===== src/rtl/ofs_plat_prim_almfull_sink_fifo_if.sv =====
// Handshake bundle for the almost-full sink FIFO.
// It carries the upstream enqueue beats, the ready return, the downstream dequeue and the status outputs.
interface ofs_plat_prim_almfull_sink_fifo_if #(
  parameter int N_DATA_BITS = 64,
  parameter int N_ENTRIES   = 16
);
  localparam int CNT_W = $clog2(N_ENTRIES + 1);

  logic                   enq_valid;
  logic [N_DATA_BITS-1:0] enq_data;
  logic                   almfull_ready;
  logic                   deq_valid;
  logic [N_DATA_BITS-1:0] deq_data;
  logic                   deq_ready;
  logic [CNT_W-1:0]       count;
  logic                   overflow_err;

  modport master (
    output enq_valid, enq_data, deq_ready,
    input  almfull_ready, deq_valid, deq_data, count, overflow_err
  );

  modport slave (
    input  enq_valid, enq_data, deq_ready,
    output almfull_ready, deq_valid, deq_data, count, overflow_err
  );
endinterface


===== src/rtl/ofs_plat_prim_almfull_sink_fifo.sv =====
// Sink-end buffer for the almost-full ready protocol. It absorbs beats that upstream sends
// without backpressure and re-issues them through a first-word fall-through valid/ready port.
module ofs_plat_prim_almfull_sink_fifo #(
  parameter int N_DATA_BITS        = 64,
  parameter int N_ENTRIES          = 16,
  parameter int N_SLACK            = 4,
  parameter bit SIM_CHECK_OVERFLOW = 1'b1
) (
  input logic clk,
  input logic reset_n,
  ofs_plat_prim_almfull_sink_fifo_if.slave fifo
);
  localparam int PTR_W = $clog2(N_ENTRIES);
  localparam int CNT_W = $clog2(N_ENTRIES + 1);
  localparam logic [CNT_W-1:0] DEPTH       = CNT_W'(N_ENTRIES);
  localparam logic [CNT_W-1:0] READY_LIMIT = CNT_W'(N_ENTRIES - N_SLACK);

  logic [N_DATA_BITS-1:0] mem [N_ENTRIES];
  logic [PTR_W-1:0]       wr_ptr;
  logic [PTR_W-1:0]       rd_ptr;
  logic [CNT_W-1:0]       count;
  logic [CNT_W-1:0]       count_next;
  logic                   almfull_ready;
  logic                   overflow_err;
  logic                   empty;
  logic                   full;
  logic                   deq;
  logic                   enq_accepted;
  logic                   enq_dropped;

  // Full and empty come from count alone, so the pointers never need an extra wrap bit.
  assign empty        = (count == '0);
  assign full         = (count == DEPTH);
  assign deq          = !empty && fifo.deq_ready;
  assign enq_accepted = fifo.enq_valid && (!full || deq);
  assign enq_dropped  = fifo.enq_valid && full && !deq;

  always_comb begin
    count_next = count;
    case ({enq_accepted, deq})
      2'b10:   count_next = count + CNT_W'(1);
      2'b01:   count_next = count - CNT_W'(1);
      default: count_next = count;
    endcase
  end

  // Ready is computed from next-state occupancy, so it drops in the same cycle
  // that count first reaches the slack threshold.
  always_ff @(posedge clk or negedge reset_n) begin
    if (!reset_n) begin
      wr_ptr        <= '0;
      rd_ptr        <= '0;
      count         <= '0;
      almfull_ready <= 1'b0;
      overflow_err  <= 1'b0;
    end else begin
      if (enq_accepted) wr_ptr <= wr_ptr + PTR_W'(1);
      if (deq)          rd_ptr <= rd_ptr + PTR_W'(1);
      count         <= count_next;
      almfull_ready <= (count_next < READY_LIMIT);
      if (enq_dropped) overflow_err <= 1'b1;
    end
  end

  // Storage is not reset; entries are only read after they have been written.
  always_ff @(posedge clk) begin
    if (enq_accepted) mem[wr_ptr] <= fifo.enq_data;
  end

  assign fifo.deq_valid     = !empty;
  assign fifo.deq_data      = mem[rd_ptr];
  assign fifo.count         = count;
  assign fifo.almfull_ready = almfull_ready;
  assign fifo.overflow_err  = overflow_err;

  if (N_ENTRIES < 2 || (N_ENTRIES & (N_ENTRIES - 1)) != 0) begin : g_bad_depth
    $error("N_ENTRIES must be a power of 2 and at least 2");
  end
  if (N_SLACK <= 0 || N_SLACK >= N_ENTRIES) begin : g_bad_slack
    $error("N_SLACK must satisfy 0 < N_SLACK < N_ENTRIES");
  end

`ifndef SYNTHESIS
  always @(posedge clk) begin
    if (reset_n) begin
      if (SIM_CHECK_OVERFLOW && enq_dropped)
        $error("%m: beat dropped, enq_valid while full with no dequeue");
      assert (!(fifo.deq_valid && $isunknown(fifo.deq_data)))
        else $error("%m: deq_data unknown while deq_valid is high");
    end
  end
`endif
endmodule


===== src/flat_wrapper.sv =====
// flat-port wrapper written by rule: the top's interface ports become plain ports
module ofs_plat_prim_almfull_sink_fifo_flat 
#(
  parameter int N_DATA_BITS        = 64,
  parameter int N_ENTRIES          = 16,
  parameter int N_SLACK            = 4,
  parameter bit SIM_CHECK_OVERFLOW = 1'b1
)
  (clk, reset_n, fifo_enq_valid, fifo_enq_data, fifo_deq_ready, fifo_almfull_ready, fifo_deq_valid, fifo_deq_data, fifo_count, fifo_overflow_err);
  ofs_plat_prim_almfull_sink_fifo_if #(.N_DATA_BITS(N_DATA_BITS), .N_ENTRIES(N_ENTRIES)) fifo_i ();
  input logic clk;
  input logic reset_n;
  input wire logic [$bits(fifo_i.enq_valid)-1:0] fifo_enq_valid;
  input wire logic [$bits(fifo_i.enq_data)-1:0] fifo_enq_data;
  input wire logic [$bits(fifo_i.deq_ready)-1:0] fifo_deq_ready;
  output wire logic [$bits(fifo_i.almfull_ready)-1:0] fifo_almfull_ready;
  output wire logic [$bits(fifo_i.deq_valid)-1:0] fifo_deq_valid;
  output wire logic [$bits(fifo_i.deq_data)-1:0] fifo_deq_data;
  output wire logic [$bits(fifo_i.count)-1:0] fifo_count;
  output wire logic [$bits(fifo_i.overflow_err)-1:0] fifo_overflow_err;
  assign fifo_i.enq_valid = fifo_enq_valid;
  assign fifo_i.enq_data = fifo_enq_data;
  assign fifo_i.deq_ready = fifo_deq_ready;
  assign fifo_almfull_ready = fifo_i.almfull_ready;
  assign fifo_deq_valid = fifo_i.deq_valid;
  assign fifo_deq_data = fifo_i.deq_data;
  assign fifo_count = fifo_i.count;
  assign fifo_overflow_err = fifo_i.overflow_err;
  ofs_plat_prim_almfull_sink_fifo #(.N_DATA_BITS(N_DATA_BITS), .N_ENTRIES(N_ENTRIES), .N_SLACK(N_SLACK), .SIM_CHECK_OVERFLOW(SIM_CHECK_OVERFLOW)) u_core (.clk(clk), .reset_n(reset_n), .fifo(fifo_i));
endmodule

===== config.mk =====
export PLATFORM = sky130hd
export DESIGN_NAME = ofs_plat_prim_almfull_sink_fifo_flat
export DESIGN_NICKNAME = d
export VERILOG_FILES = /design/src/rtl/ofs_plat_prim_almfull_sink_fifo_if.sv /design/src/rtl/ofs_plat_prim_almfull_sink_fifo.sv /design/src/flat_wrapper.sv
export SDC_FILE = /design/constraint.sdc
export NUM_CORES = 1
export LEC_CHECK = 0
export ABC_AREA = 1
export ABC_CLOCK_PERIOD_IN_PS = 5880
export CORE_MARGIN = 1
export CORE_UTILIZATION = 55
export DETAILED_ROUTE_END_ITERATION = 12
export GPL_TIMING_DRIVEN = 0
export PLACE_DENSITY_LB_ADDON = 0.08
export REMOVE_ABC_BUFFERS = 1
export SLEW_MARGIN = 20
export SYNTH_ARGS = -nofsm -noshare
export SYNTH_HDL_FRONTEND = slang
export SYNTH_SLANG_ARGS = --single-unit

===== constraint.sdc =====
create_clock -name clk -period 5.88 [get_ports clk]
set_input_delay 1.176 -clock clk [delete_from_list [all_inputs] [get_ports clk]]
set_output_delay 1.176 -clock clk [all_outputs]
set_load 0.05 [all_outputs]

==> flow_summary.yaml <==
sta:
  slew_violations: 0
  finalClockSkew_ps: 29.7
  fmax_ghz: 0.180
  period_share: 0.947
  finalHoldViolCount: 0
  period_minus_slack_ps: 5570
  worst-slew-pin-transition_ps: 804
  rsz0062_at_grt: "no"
  finalSetupViolations: 0
  slew_headroom: 0.463
floorplan:
  die_w_um: 275
  core_um2: 73500
  ioPinCount: 140
  start_util: 0.559
  die-area_um2: 75800
  rows: 99
  die_h_um: 275
placed_design:
  port_buffers: 139
  gp_congestion: 0.744
  dp_hpwl_um: 55400
  placed_area_um2: 45000
  dp.cells: 4064
critical_path:
  rr_worst_depth: 7
  cp.required_ps: 4700
  cp_max_fo: 92
  startpoint_type: "flop"
  end_kind: "primary output"
  r2r_slack_ps: 2990
  cp.arrival_ps: 4390
  r2r_start: "u_core.rd_ptr[0]"
  path_class: "flop to primary output"
  rr_endpoint: "u_core.rd_ptr[0]"
  critPathLaunch: "u_core.rd_ptr[0]"
hold_path:
  min_path_cells: 1
  worstHoldStart: "u_core.fifo.overflow_err"
  min_path_type: "flop to flop"
  hold_end: "u_core.fifo.overflow_err"
route:
  wl_met2_um: 49500
  routed_wl_um: 102000
  antenna_left: 0
  routed.top_layer: "met5"
  drt_iter0_drc: 2854
  wl_met1_um: 42200
  routedWlPerCell_um: 24.0
  wl_met3_um: 7540
  drc: 0
  vias_per_cell: 6.05
  firstDrtPassIters: 7
  vias: 25800
cts:
  hold_buffers: 0
  clockBufferDepth: 3
  cts_tree: "built"
  worstSkewPairLatency_ps: 670
  htreeDepth: 3
  clk_pin_slew_ps: 60
  root_buffer: "clkbuf_16"
  cts-buffers-inserted: 103
  cts_num_sinks: 1039
synthesis:
  synth.top_cell.area_share: 0.749
  synthTopCellsByArea: "edfxtp_1 (75%), nor2_1 (7.2%), o21ai_0 (5.7%)"
  yosysUniqueCellTypes: 28
  synth_top_cells_by_count: "edfxtp_1 (1024), nor2_1 (790), o21ai_0 (470)"
  yosys.cell_count.top_type: "edfxtp_1"
  ys_ff_latch: 1039
  netlist_area_um2: 41100
  seq_area_frac_synth: 0.758
  synth_edf_count: 1024
  synthCells: 3086
  yosysWarnings: 0
  syn_avg_cell_area_um2: 13.3
  synth-main-ff-cell: "edfxtp_1"
  async_reset_ff_frac: 0.0144
  yosysTopAreaCell: "edfxtp_1"
cells_and_area:
  fin_area_um2: 48300
  nNetsFinal: 3292
  fillers: 5120
  final-instance-count-excl-fill: 4257
  area_growth_syn_to_layout_pct: 17.7
  multiInputGateArea_um2: 8880
  ff_latch_area_um2: 31100
  drive_above_1_share: 0.0843
global_routing:
  grt_pass1_wl_um: 150000
  grt_pass1_vias: 25100
  track_usage: 0.267
  grt_overflow: 0
  grt_max_degree: 143
  antenna_found_initial: 4
power:
  power.density_nw_per_um2: 534
  vdd_drop_max_v: 0.000576
  leakage_uw: 0.0156
  power_uw: 25800
job:
  drv_cap: 0
outcome:
  status: "completed"
-- worst max-delay path: stages (launching register included) --
cell and delay (ps):
dfrtp_4 690, buf_16 300, buf_16 230, buf_16 230
inv_16 270, buf_16 360, buf_16 290, nor2_1 120
nor2_1 180, o21ai_0 190, o211ai_1 140, nand3_1 110
nand2_1 120, clkdlybuf4s15_2 370
-- worst max-delay path by stage --
stage | end | slack, ps | cells after the start
after global placement | fifo_deq_data[35] | -20840 | 8
after global routing | fifo_deq_data[37] | 30 | 13
after detailed placement | fifo_deq_data[46] | 30 | 13
after floorplan | fifo_deq_data[44] | -7490 | 7
after CTS | fifo_deq_data[56] | 5 | 13
final | fifo_deq_data[46] | 310 | 13
-- where the power goes --
part           internal (uW)  leakage (uW)  switching, uW  total [uW]
Clock                   3700       0.00161           2680        6380
Sequential              8930       0.00942            413        9350
Combinational           3130       0.00460           6960       10100
-- sequential cells by signal, indices dropped and copies added (netlist names) --
signal and count:
u_core.fifo.count 5, u_core.rd_ptr 4, u_core.mem 1024, u_core.fifo.overflow_err 1, u_core.fifo.almfull_ready 1, u_core.wr_ptr 4
-- placed cells by master (no fill, tap or decap), types with 9 or more instances in the layout --
cell type	instances
o21ai_0	470
nand2_1	92
clkinv_1	23
nor2_4	16
clkbuf_16	109
o211ai_1	256
o21ai_1	95
nor2_1	774
edfxtp_1	1024
buf_12	34
buf_16	58
nand3_1	86
clkbuf_1	18
inv_1	15
dlygate4sd2_1	13
bufinv_16	9
clkdlybuf4s50_1	116
dfrtp_1	11
clkinv_2	22
-- per-stage QoR --
stage           util  TNS [ps]  hold slack (ps)  setup slack [ps]
2_1_floorplan      -   -489370              501             -7490
3_5_place_dp   0.612         0              473              30.9
3_3_place_gp   0.579  -4982190              463            -20840
4_1_cts        0.657         0              491              5.28
6_report       0.658         0              483               313
5_1_grt        0.658         0              510              25.7
-- cells by family (layout without fill, tap and decap cells) --
logic type	Yosys count	in the layout	share of synthesized area
flip-flops	1039	1039	0.758
XOR/XNOR	8	8	0.00171
AO/OA/AOI/OAI	824	824	0.116
other	0	1	0
adder cells (fa/ha/maj)	9	9	0.00293
buffers and inverters	230	441	0.0287
AND/OR/NAND/NOR	976	976	0.0926
-- timing repair --
action                     4_1_cts  5_1_grt
setup buffers                    0        1
pin swaps                        0        0
cloned                           2        2
resized for setup               25       16
setup endpoints to repair       23       46
-- per-layer routing --
metal,global-route usage,vias to the layer above
li1,-,11700
met1,0.370,12800
met2,0.437,1077
met3,0.0404,197
met4,0.0862,6
met5,0,-
-- layout make-up --
cell class,count,share of cell area
Antenna cell,1,0.0000518
Clock buffer,125,0.0568
Clock inverter,62,0.0110
Inverter,18,0.00194
Multi-Input combinational cell,1817,0.184
Sequential cell,1039,0.644
Tap cell,959,0.0248
Timing Repair Buffer,236,0.0773
Note: power is estimated with default switching activity, not from simulation.
